<file path="config.mk">
export PLATFORM = sky130hd
export DESIGN_NAME = vga_timing_gen
export DESIGN_NICKNAME = d
export VERILOG_FILES = /design/src/rtl/vga_timing_gen.sv
export SDC_FILE = /design/constraint.sdc
export NUM_CORES = 1
export LEC_CHECK = 0
export ABC_AREA = 1
export ABC_CLOCK_PERIOD_IN_PS = 3600
export BUFFER_PORTS_ARGS = -buffer_cell sky130_fd_sc_hd__buf_2
export CAP_MARGIN = 20
export CORE_ASPECT_RATIO = 0.75
export CORE_UTILIZATION = 50
export CTS_BUF_LIST = sky130_fd_sc_hd__clkbuf_2
export DETAILED_ROUTE_END_ITERATION = 8
export PLACE_DENSITY = 0.75
export RECOVER_POWER = 25
export SKIP_CTS_REPAIR_TIMING = 1
export SYNTH_ARGS = -nofsm -noshare
export SYNTH_HDL_FRONTEND = slang
export SYNTH_SLANG_ARGS = --single-unit
export TNS_END_PERCENT = 100
</file>
<file path="constraint.sdc">
create_clock -name clk -period 3.6 [get_ports clk]
set_input_delay 0.9 -clock clk [delete_from_list [all_inputs] [get_ports clk]]
set_output_delay 0.9 -clock clk [all_outputs]
set_load 0.05 [all_outputs]
</file>
<file path="src/rtl/vga_timing_gen.sv">
// Programmable VGA raster timing generator with a pixel-source request port,
// a latency-matched control pipeline, frame-synchronous test patterns and
// registered sync/colour outputs.
module vga_timing_gen #(
    parameter int unsigned H_ACTIVE = 640,
    parameter int unsigned H_FP     = 16,
    parameter int unsigned H_SYNC   = 96,
    parameter int unsigned H_BP     = 48,
    parameter int unsigned V_ACTIVE = 480,
    parameter int unsigned V_FP     = 10,
    parameter int unsigned V_SYNC   = 2,
    parameter int unsigned V_BP     = 33,
    parameter int unsigned HS_POL   = 0,
    parameter int unsigned VS_POL   = 0,
    parameter int unsigned COLOR_W  = 4,
    parameter int unsigned LATENCY  = 1
) (
    input  logic               clk,
    input  logic               reset,
    input  logic [1:0]         mode,
    input  logic [COLOR_W-1:0] R_in,
    input  logic [COLOR_W-1:0] G_in,
    input  logic [COLOR_W-1:0] B_in,
    output logic [10:0]        x,
    output logic [9:0]         y,
    output logic               req,
    output logic               hsync,
    output logic               vsync,
    output logic [COLOR_W-1:0] R,
    output logic [COLOR_W-1:0] G,
    output logic [COLOR_W-1:0] B,
    output logic               de,
    output logic               frame_start,
    output logic               line_start
);

    localparam int unsigned H_TOTAL  = H_ACTIVE + H_FP + H_SYNC + H_BP;
    localparam int unsigned V_TOTAL  = V_ACTIVE + V_FP + V_SYNC + V_BP;
    localparam int unsigned HS_START = H_ACTIVE + H_FP;
    localparam int unsigned HS_END   = HS_START + H_SYNC;
    localparam int unsigned VS_START = V_ACTIVE + V_FP;
    localparam int unsigned VS_END   = VS_START + V_SYNC;
    localparam logic        HS_ON    = 1'(HS_POL);
    localparam logic        VS_ON    = 1'(VS_POL);

    // Per-pixel control word carried alongside the pixel-source latency.
    typedef struct packed {
        logic       hs;
        logic       vs;
        logic       de;
        logic       fs;
        logic       ls;
        logic [2:0] bar;
    } ctrl_t;

    logic [10:0] hcount_q, hcount_d;
    logic [9:0]  vcount_q, vcount_d;
    logic [1:0]  mode_reg_q, mode_reg_d;
    logic        req_q, req_d;

    ctrl_t ctrl0;
    ctrl_t tap_ctrl;

    logic               hsync_q, hsync_d;
    logic               vsync_q, vsync_d;
    logic               de_q, de_d;
    logic               fs_q, fs_d;
    logic               ls_q, ls_d;
    logic [COLOR_W-1:0] r_q, r_d;
    logic [COLOR_W-1:0] g_q, g_d;
    logic [COLOR_W-1:0] b_q, b_d;

    // Raster counters, frame-boundary mode capture and registered request flag.
    always_comb begin
        hcount_d   = hcount_q + 11'd1;
        vcount_d   = vcount_q;
        mode_reg_d = mode_reg_q;
        if (hcount_q == 11'(H_TOTAL - 1)) begin
            hcount_d = '0;
            vcount_d = (vcount_q == 10'(V_TOTAL - 1)) ? '0 : vcount_q + 10'd1;
        end
        if ((hcount_q == '0) && (vcount_q == '0)) begin
            mode_reg_d = mode;
        end
        req_d = (hcount_d < 11'(H_ACTIVE)) && (vcount_d < 10'(V_ACTIVE));
    end

    // Counter state; reset parks the raster on pixel (0,0) in black mode.
    always_ff @(posedge clk) begin
        if (reset) begin
            hcount_q   <= '0;
            vcount_q   <= '0;
            mode_reg_q <= 2'd2;
            req_q      <= 1'b1;
        end else begin
            hcount_q   <= hcount_d;
            vcount_q   <= vcount_d;
            mode_reg_q <= mode_reg_d;
            req_q      <= req_d;
        end
    end

    // Stage-0 controls decoded from the live counters.
    always_comb begin
        ctrl0     = '0;
        ctrl0.hs  = (hcount_q >= 11'(HS_START)) && (hcount_q < 11'(HS_END));
        ctrl0.vs  = (vcount_q >= 10'(VS_START)) && (vcount_q < 10'(VS_END));
        ctrl0.de  = (hcount_q < 11'(H_ACTIVE)) && (vcount_q < 10'(V_ACTIVE));
        ctrl0.fs  = (hcount_q == '0) && (vcount_q == '0);
        ctrl0.ls  = (hcount_q == '0);
        ctrl0.bar = '0;
        for (int k = 1; k < 8; k++) begin
            if (hcount_q >= 11'((k * H_ACTIVE) / 8)) begin
                ctrl0.bar = 3'(k);
            end
        end
    end

    generate
        if (LATENCY == 0) begin : g_nodelay
            assign tap_ctrl = ctrl0;
        end else begin : g_delay
            ctrl_t pipe_q [LATENCY];
            ctrl_t pipe_d [LATENCY];

            // Shift controls one stage per clock to match the pixel source.
            always_comb begin
                pipe_d[0] = ctrl0;
                for (int i = 1; i < int'(LATENCY); i++) begin
                    pipe_d[i] = pipe_q[i-1];
                end
            end

            // Delay-line registers; reset flushes every stage to inactive.
            always_ff @(posedge clk) begin
                for (int i = 0; i < int'(LATENCY); i++) begin
                    pipe_q[i] <= reset ? ctrl_t'('0) : pipe_d[i];
                end
            end

            assign tap_ctrl = pipe_q[LATENCY-1];
        end
    endgenerate

    // Output-stage colour select and sync polarity.
    always_comb begin
        hsync_d = tap_ctrl.hs ? HS_ON : ~HS_ON;
        vsync_d = tap_ctrl.vs ? VS_ON : ~VS_ON;
        de_d    = tap_ctrl.de;
        fs_d    = tap_ctrl.fs;
        ls_d    = tap_ctrl.ls;
        r_d     = '0;
        g_d     = '0;
        b_d     = '0;
        if (tap_ctrl.de) begin
            case (mode_reg_q)
                2'd0: begin
                    r_d = R_in;
                    g_d = G_in;
                    b_d = B_in;
                end
                2'd1: begin
                    // Bar order white..black maps to inverted index bits.
                    r_d = {COLOR_W{~tap_ctrl.bar[1]}};
                    g_d = {COLOR_W{~tap_ctrl.bar[2]}};
                    b_d = {COLOR_W{~tap_ctrl.bar[0]}};
                end
                default: begin
                    r_d = '0;
                    g_d = '0;
                    b_d = '0;
                end
            endcase
        end
    end

    // Output registers; reset drives idle levels.
    always_ff @(posedge clk) begin
        if (reset) begin
            hsync_q <= ~HS_ON;
            vsync_q <= ~VS_ON;
            de_q    <= 1'b0;
            fs_q    <= 1'b0;
            ls_q    <= 1'b0;
            r_q     <= '0;
            g_q     <= '0;
            b_q     <= '0;
        end else begin
            hsync_q <= hsync_d;
            vsync_q <= vsync_d;
            de_q    <= de_d;
            fs_q    <= fs_d;
            ls_q    <= ls_d;
            r_q     <= r_d;
            g_q     <= g_d;
            b_q     <= b_d;
        end
    end

    assign x           = hcount_q;
    assign y           = vcount_q;
    assign req         = req_q;
    assign hsync       = hsync_q;
    assign vsync       = vsync_q;
    assign de          = de_q;
    assign frame_start = fs_q;
    assign line_start  = ls_q;
    assign R           = r_q;
    assign G           = g_q;
    assign B           = b_q;

endmodule

</file>
==> results of run 1 <==
==> cells in the final DEF (no fill, tap or decap), types with 4 or more instances in the layout <==
cell type and count:
buf_2 53, a21oi_1 19, nand3_1 21, nand2_2 6
nor2_1 40, clkbuf_2 5, nor3_1 6, nand2_1 66
xor2_1 5, o21ai_0 12, dfxtp_1 49, inv_1 36
nor2_2 6, nand3_2 4, ha_1 5
==> stage by stage <==
stage	utilization	power, W	hold WS (ns)
CTS	0.625	0.000972	0.407
finish	0.617	0.000963	0.406
detailed placement	0.609	0.000675	0.358
global route	0.617	0.00101	0.428
floorplan	-	0.000648	0.352
global placement	0.609	0.000672	0.369
==> flip-flops by register name, summed over array words and instances (netlist names) <==
register / flops
y: 10
req: 1
frame_start: 1
x: 11
vsync: 1
mode_reg_q: 2
G: 4
g_delay.pipe_q: 8
B: 4
hsync: 1
R: 4
line_start: 1
de: 1
==> area by class of cell <==
cell class                 count  area, µm²
clock buffer                   5       25.0
tap                           55       68.8
timing repair buffer          54        269
multi-input combinational    210       1060
fill                         404       1620
sequential                    49        981
clock inverter                 3       43.8
inverter                      42        161
==> cell families (layout without fill, tap and decap cells) <==
kind of cell	Yosys count	in the layout	synth area share
AO/OA/AOI/OAI	36	36	0.0834
buffers and inverters	51	104	0.0960
AND/OR/NAND/NOR	164	164	0.347
adder cells (fa/ha/maj)	5	5	0.0273
flip-flops	49	49	0.427
XOR/XNOR	5	5	0.0191
==> critical path: stages (launching register included) <==
cell and delay [ns]:
dfxtp_1 0.48, ha_1 0.19, nand2_1 0.10, nor2_1 0.50, nand3_1 0.49, nand2_1 0.36, nor2_1 0.12, nand2_2 0.07
nand3_2 0.07, nor2_2 0.09
==> power groups by stage <==
stage               Clock [W]  Sequential, W  Combinational, W
floorplan                   0       0.000612         0.0000367
global route         0.000330       0.000571          0.000104
detailed placement          0       0.000578         0.0000965
global placement            0       0.000577         0.0000944
finish               0.000301       0.000568         0.0000947
CTS                  0.000307       0.000568         0.0000967
==> worst min-delay path by stage <==
stage	from	endpoint	slack (ns)	cells past startpoint
floorplan	g_delay.pipe_q[0][7]	hsync	0.35	1
global placement	g_delay.pipe_q[0][7]	hsync	0.37	1
detailed placement	g_delay.pipe_q[0][7]	hsync	0.36	1
CTS	g_delay.pipe_q[0][7]	hsync	0.41	1
global route	g_delay.pipe_q[0][6]	vsync	0.43	1
finish	g_delay.pipe_q[0][7]	hsync	0.41	1
==> metal layers <==
metal,wire length (µm),up-vias
met1,2450,929
met3,394,5
li1,-,1087
met5,0,-
met2,2250,80
met4,34,0
==> impl_metrics.yaml, run 1 <==
run_status:
  status: "finished clean"
critical_path:
  reg2reg_slack_ns: 1.08
  start_kind: "register"
  r2r-end: "req"
  worstReg2RegStart: "x[0]"
  arrival_ns: 2.90
  reg2regPathDepth: 9
  critPathMaxFanout: 9
  criticalPathCategory: "register to register"
  crit_end: "req"
  cp.required_ns: 3.98
  crit_path_start: "x[0]"
  worst_setup_path_end_kind: "register"
cts:
  cts_made_buffers: 5
  cts.path.max_buffers: 2
  cts-root-buf: "clkbuf_2"
  cts_tree: "done"
  htreeDepth: 2
  cts_sinks: 49
  clk_latency_ns: 0.43
  clk_pin_slew_ns: 0.26
synthesis:
  ys_seq_area_frac: 0.427
  synthTopCellsByArea: "dfxtp_1 43%, nand2_1 10%, nor2_1 6.2%, inv_1 5.9%, nand3_1 4.4%"
  synth_edf_count: 0
  postSynthAreaPerCell_um2: 7.40
  ys_async_sr_fraction: 0
  synth_top_area_cell: "dfxtp_1"
  syn_inst: 310
  yosysMostFrequentCell: "nand2_1"
  synth_nets: 331
  synth_top_area_share: 0.427
  yosys-top-cells-count: "64 x nand2_1, 49 x dfxtp_1, 38 x nor2_1"
  ys_ff_latch: 49
  yosys_warnings: 0
  synth_cell_types: 32
  synthFlopType: "dfxtp_1"
  synthesis.area_um2: 2290
global_route:
  grt_busiest_layer: "met2"
  grtUsageMet2: 0.375
  grt_max_degree: 17
  grt_antenna_before_repair: 0
  grt_pass1_wl_mm: 8.42
  grt_usage: 0.232
  grtUsageMet1: 0.316
  grt-ovfl-total: 0
  grt_pass1_vias: 1883
  grt_use_met3: 0.0481
routing:
  ant_nets: 0
  wirelength_mm: 5.12
  drtIter0Drc: 191
  routed_via_density: 5.03
  drt_first_pass_iters: 5
  drc_errors: 0
  dr_total_vias: 2101
  wl_per_cell_um: 12.3
sta:
  drv_slew: 0
  fmax_mhz: 397
  tns_ns: 0
  finClkSkew_ns: 0.0163
  relSlewSlack: 0.498
  hold_viol_final: 0
  finalCriticalPeriod_ns: 2.52
  finalSetupViolations: 0
  finalCritPeriodShare: 0.700
  rsz0062_at_grt: "false"
  worst_slack_ns: 1.08
  worstMarginPinSlew_ns: 0.752
power:
  vdd_drop_max_mv: 0.192
  p_seq_frac: 0.590
  clockPowerShare: 0.312
  power_switching_w: 0.000260
  power_density_nw_per_um2: 369
  combPwrFrac: 0.098
  internal_power_w: 0.000703
  switching_share: 0.270
  p_leak_nw: 1.27
floorplan:
  coreArea_um2: 4230
  die_w_um: 80.2
  rows: 20
  initial_core_util: 0.543
  ios: 55
  dieArea_um2: 4870
  die_height_um: 60.7
final_layout:
  antennaDiodeCount: 0
  fin_area_um2: 2610
  fin_cells: 418
  drive_gt1_frac: 0.237
  area_growth_pct: 13.7
  layout.nets: 383
run:
  drv_cap: 0
placed_design:
  dp_slack_ns: 1.37
  dp_hpwl_mm: 3.93
  dp_cells: 410
  port_buffers: 54
  gp_congestion: 0.923
  place_area_um2: 2570
hold_path:
  hold_class: "register to register"
Note: power is estimated with default switching activity, not from simulation.
==> run 2, diff against run 1 <==
- ABC_CLOCK_PERIOD_IN_PS: 3600 -> 2210
- PLACE_DENSITY: 0.75 -> 0.78
- clock period: 3.6 -> 2.21 ns (I/O delays scaled with it)
==> run 2 against run 1 <==
  * Clock power grew 30%
  * Clock skew shrank 0.00079 ns
  * Final area grew 0.43%
  * Largest cell class unchanged
  * Count of clock-buffer cells in the layout is the same
  * Combinational power grew 66%
  * Die area is the same
  * Highest routed layer unchanged
  * Non-clock buffer count grew 1
  * Largest power group unchanged
  * Critical path depth shrank 8
  * Wire length shrank 3.4%
  * Worst setup slack lost 0.80 ns
==> impl_metrics.yaml, run 2 (synthesis gave the netlist of run 1 again) <==
routing:
  wl_per_cell_um: 11.8
  dr_total_vias: 2093
  ant_nets: 0
  top_signal_layer_used: "met4"
  routed_via_density: 5.00
  route.met3.wl_um: 303
  drtIter0Drc: 146
  route.met2.wl_mm: 2.13
  drc_errors: 0
  wirelength_mm: 4.95
  met1_length_mm: 2.47
  drt_first_pass_iters: 4
hold_path:
  hp-start: "mode[1]"
  worstHoldEndpoint: "mode_reg_q[1]"
  hold_class: "primary input to register"
  min_delay_path_depth: 3
critical_path:
  cp.required_ns: 1.66
  max_stage_delay_ns: 0.61
  crit_buf_inv: 1
  r2r-end: "req"
  reg2regPathDepth: 7
  path_delay_family: "flip-flops"
  arrival_ns: 1.38
  criticalPathCategory: "register to output port"
  cp_slowest_cell: "dfxtp_1"
  critPathMaxFanout: 10
  reg2reg_slack_ns: 0.49
  worstReg2RegStart: "x[5]"
  start_kind: "register"
  crit_chain: "buf_2"
  worst_setup_path_end_kind: "output port"
run_status:
  status: "finished clean"
sta:
  finalCriticalPeriod_ns: 1.93
  fmax_mhz: 517
  rsz0062_at_grt: "false"
  tns_ns: 0
  relSlewSlack: 0.513
  finalCritPeriodShare: 0.875
  finClkSkew_ns: 0.0155
  drv_slew: 0
  hold_viol_final: 0
  finalSetupViolations: 0
  worstMarginPinSlew_ns: 0.728
final_layout:
  area_growth_pct: 14.2
  antennaDiodeCount: 0
  layout_commonest_cell: "nand2_1"
  largest_reg_flops: 11
  drive_gt1_frac: 0.245
  final_cell_mix: "66 x nand2_1, 54 x buf_2, 49 x dfxtp_1"
  ff_latch_area_um2: 981
  multi_input_area_um2: 1090
  fill_cells: 408
  layout.nets: 384
placed_design:
  dp_hpwl_mm: 3.80
  port_buffers: 54
  gp_congestion: 0.836
floorplan:
  initial_core_util: 0.543
  die_height_um: 60.7
  coreArea_um2: 4230
  die_w_um: 80.2
  ios: 55
  rows: 20
  dieArea_um2: 4870
power:
  vdd_drop_max_mv: 0.279
  power_density_nw_per_um2: 561
  power_w: 0.00147
  p_leak_nw: 1.26
cts:
  cts-root-buf: "clkbuf_2"
  cts.path.max_buffers: 2
  clk_pin_slew_ns: 0.26
  htreeDepth: 2
  clk_latency_ns: 0.43
  cts_tree: "done"
  cts_sinks: 49
  cts_made_buffers: 5
global_route:
  grt_max_degree: 18
  grt-ovfl-total: 0
  grt_usage: 0.217
  grt_antenna_before_repair: 0
  grt_pass1_wl_mm: 7.94
  grt_pass1_vias: 1746
run:
  drv_cap: 0
[run 2: cell count changes in the layout (fill, tap and decap cells not counted), sizes merged]
| cell | change |
|---|---|
| clkinvlp | +1 |
| clkinv | -1 |
| inv | +1 |
| bufinv | -1 |
| buf | +1 |
[run 2: worst max-delay path by stage]
stage          startpoint  endpoint  slack, ns  cells after the start
6_report             x[4]      x[4]       0.28                      1
5_1_grt              x[4]      x[4]       0.17                      1
4_1_cts              x[4]      x[4]       0.26                      1
3_5_place_dp        reset        de       0.55                      4
3_3_place_gp        reset      R[0]       0.58                      4
2_1_floorplan        x[0]       req       0.32                      8
[run 2: power breakdown]
group | switching (W) | total (W) | internal (W) | leakage [nW]
registers | 0.0000124 | 0.000924 | 0.000912 | 0.398
clock network | 0.000303 | 0.000390 | 0.0000867 | 0.0300
logic | 0.000115 | 0.000157 | 0.0000415 | 0.830
total | 0.000431 | 0.00147 | 0.00104 | 1.26
[run 2: final cells by class]
class	instances	share of cell area
clock buffers	5	0.00955
clock inverters	3	0.00955
inverters	42	0.0616
multi-input cells	210	0.414
flip-flops and latches	49	0.374
well taps	55	0.0263
repair buffers	55	0.105
[run 2: worst min-delay path, stage by stage]
cell and delay (ns):
buf_2 0.07, a21oi_1 0.05, o21ai_0 0.06
[run 2: layer usage]
layer | vias to the layer above | track usage
li1 | 1089 | -
met1 | 937 | 0.313
met2 | 62 | 0.326
met3 | 5 | 0.0496
met4 | 0 | 0.0612
met5 | - | 0
[run 2: stage by stage]
step | utilization | hold slack [ns] | cells | setup slack [ns] | instance area, µm²
after floorplan | - | 0.352 | 310 | 0.323 | 2290
after global routing | 0.620 | 0.267 | 419 | 0.174 | 2620
final | 0.620 | 0.305 | 419 | 0.277 | 2620
after global placement | 0.611 | 0.353 | 411 | 0.575 | 2580
after detailed placement | 0.611 | 0.363 | 411 | 0.550 | 2580
after CTS | 0.622 | 0.279 | 419 | 0.260 | 2630
==> run 3, diff against run 2 <==
- CORE_UTILIZATION: 50 -> 48
- CTS_BUF_LIST: sky130_fd_sc_hd__clkbuf_2 -> unset
- PLACE_DENSITY: 0.78 -> 0.76
==> run 3 against run 2 <==
  * Total power up 17%
  * Final area up 2.3%
  * Combinational power is essentially flat
  * Utilization fell by 2.7 points
  * Sequential power shrank 0.4%
  * Critical path depth is the same
==> impl_metrics.yaml, run 3 (synthesis gave the netlist of run 1 again) <==
placed_design:
  dp_slack_ns: 0.324
  port_buffers: 54
  dp_hpwl_mm: 3.67
  dp_cells: 412
  gp_congestion: 0.878
critical_path:
  cp_slowest_cell: "dfxtp_1"
  worstReg2RegStart: "x[0]"
  worst_setup_path_end_kind: "output port"
  arrival_ns: 1.21
  cp.required_ns: 1.66
  start_kind: "register"
  reg2reg_slack_ns: 0.53
  path_delay_family: "flip-flops"
  r2r-end: "req"
  criticalPathCategory: "register to output port"
  critPathMaxFanout: 10
  crit_chain: "buf_2"
  max_stage_delay_ns: 0.57
  reg2regPathDepth: 8
  crit_buf_inv: 1
global_route:
  grt_usage: 0.208
  grt-ovfl-total: 0
  grt_pass1_wl_mm: 7.82
  grt_max_degree: 17
  grt_antenna_before_repair: 0
  grt_busiest_layer: "met2"
  grtUsageMet1: 0.299
  grt_use_met3: 0.0642
  grt_pass1_vias: 1701
  grtUsageMet2: 0.303
routing:
  wl_per_cell_um: 11.5
  dr_total_vias: 2074
  drt_first_pass_iters: 4
  ant_nets: 0
  routed_via_density: 4.94
  wirelength_mm: 4.83
  drc_errors: 0
  drtIter0Drc: 140
power:
  power_switching_w: 0.000435
  internal_power_w: 0.00129
  p_seq_frac: 0.535
  power_density_nw_per_um2: 642
  switching_share: 0.253
  combPwrFrac: 0.090
  clockPowerShare: 0.375
  vdd_drop_max_mv: 0.408
  p_leak_nw: 1.25
  power_w: 0.00172
floorplan:
  coreArea_um2: 4520
  initial_core_util: 0.508
  die_height_um: 61.9
  rows: 21
  die_w_um: 81.8
  dieArea_um2: 5060
  ios: 55
sta:
  timing.hold.ws_ns: 0.377
  hold_viol_final: 0
  finClkSkew_ns: 0.00649
  worstMarginPinSlew_ns: 0.736
  drv_slew: 0
  relSlewSlack: 0.508
  rsz0062_at_grt: "false"
  finalCriticalPeriod_ns: 1.77
  finalCritPeriodShare: 0.800
  tns_ns: 0
  worst_slack_ns: 0.443
  fmax_mhz: 566
  finalSetupViolations: 0
cts:
  htreeDepth: 2
  clk_latency_ns: 0.31
  cts-root-buf: "clkbuf_8"
  clk_pin_slew_ns: 0.09
  cts_made_buffers: 5
  cts.path.max_buffers: 2
  cts_sinks: 49
  cts_tree: "done"
final_layout:
  fin_cells: 420
  final_cell_mix: "64 x nand2_1, 49 x dfxtp_1, 45 x buf_2"
  layout_commonest_cell: "nand2_1"
  drive_gt1_frac: 0.229
  area_growth_pct: 16.8
  layout.nets: 383
  largest_reg_flops: 11
  antennaDiodeCount: 0
hold_path:
  min_delay_path_depth: 1
  worstHoldEndpoint: "hsync"
  hold_class: "register to register"
  hp-start: "g_delay.pipe_q[0][7]"
run_status:
  status: "finished clean"
run:
  drv_cap: 0
## run 3: worst max path at each step
| stage | from | endpoint | slack (ns) | cells past startpoint |
|---|---|---|---|---|
| floorplan | x[0] | req | 0.32 | 8 |
| global placement | reset | G[0] | 0.40 | 4 |
| detailed placement | reset | B[0] | 0.32 | 4 |
| CTS | x[4] | x[4] | 0.45 | 1 |
| global route | x[4] | x[4] | 0.36 | 1 |
| finish | x[4] | x[4] | 0.44 | 1 |
## run 3: stage by stage
step / cell area, µm² / util
global route: 2680 / 0.593
global placement: 2580 / 0.570
floorplan: 2290 / -
finish: 2680 / 0.593
CTS: 2690 / 0.596
detailed placement: 2580 / 0.570
## run 3: area by class of cell
type	count	area [µm²]
Inverter	42	161
Multi-Input combinational cell	210	1090
Timing Repair Buffer	54	259
Tap cell	57	71.3
Clock inverter	3	46.3
Fill cell	429	1840
Clock buffer	5	68.8
Sequential cell	49	981
## run 3: per-layer routing
layer | part of all wire | wire length [µm] | up-vias
met2 | 0.42 | 2030 | 63
met5 | 0 | 0 | -
met3 | 0.078 | 375 | 5
met1 | 0.49 | 2390 | 916
met4 | 0.0087 | 42 | 0
li1 | - | - | 1090
## run 3: power groups by stage
| stage | logic (W) | clock network (W) | registers, W |
|---|---|---|---|
| 6_report | 0.000154 | 0.000646 | 0.000920 |
| 3_3_place_gp | 0.000155 | 0 | 0.000940 |
| 4_1_cts | 0.000157 | 0.000660 | 0.000920 |
| 3_5_place_dp | 0.000157 | 0 | 0.000941 |
| 2_1_floorplan | 0.0000599 | 0 | 0.000996 |
| 5_1_grt | 0.000171 | 0.000700 | 0.000925 |
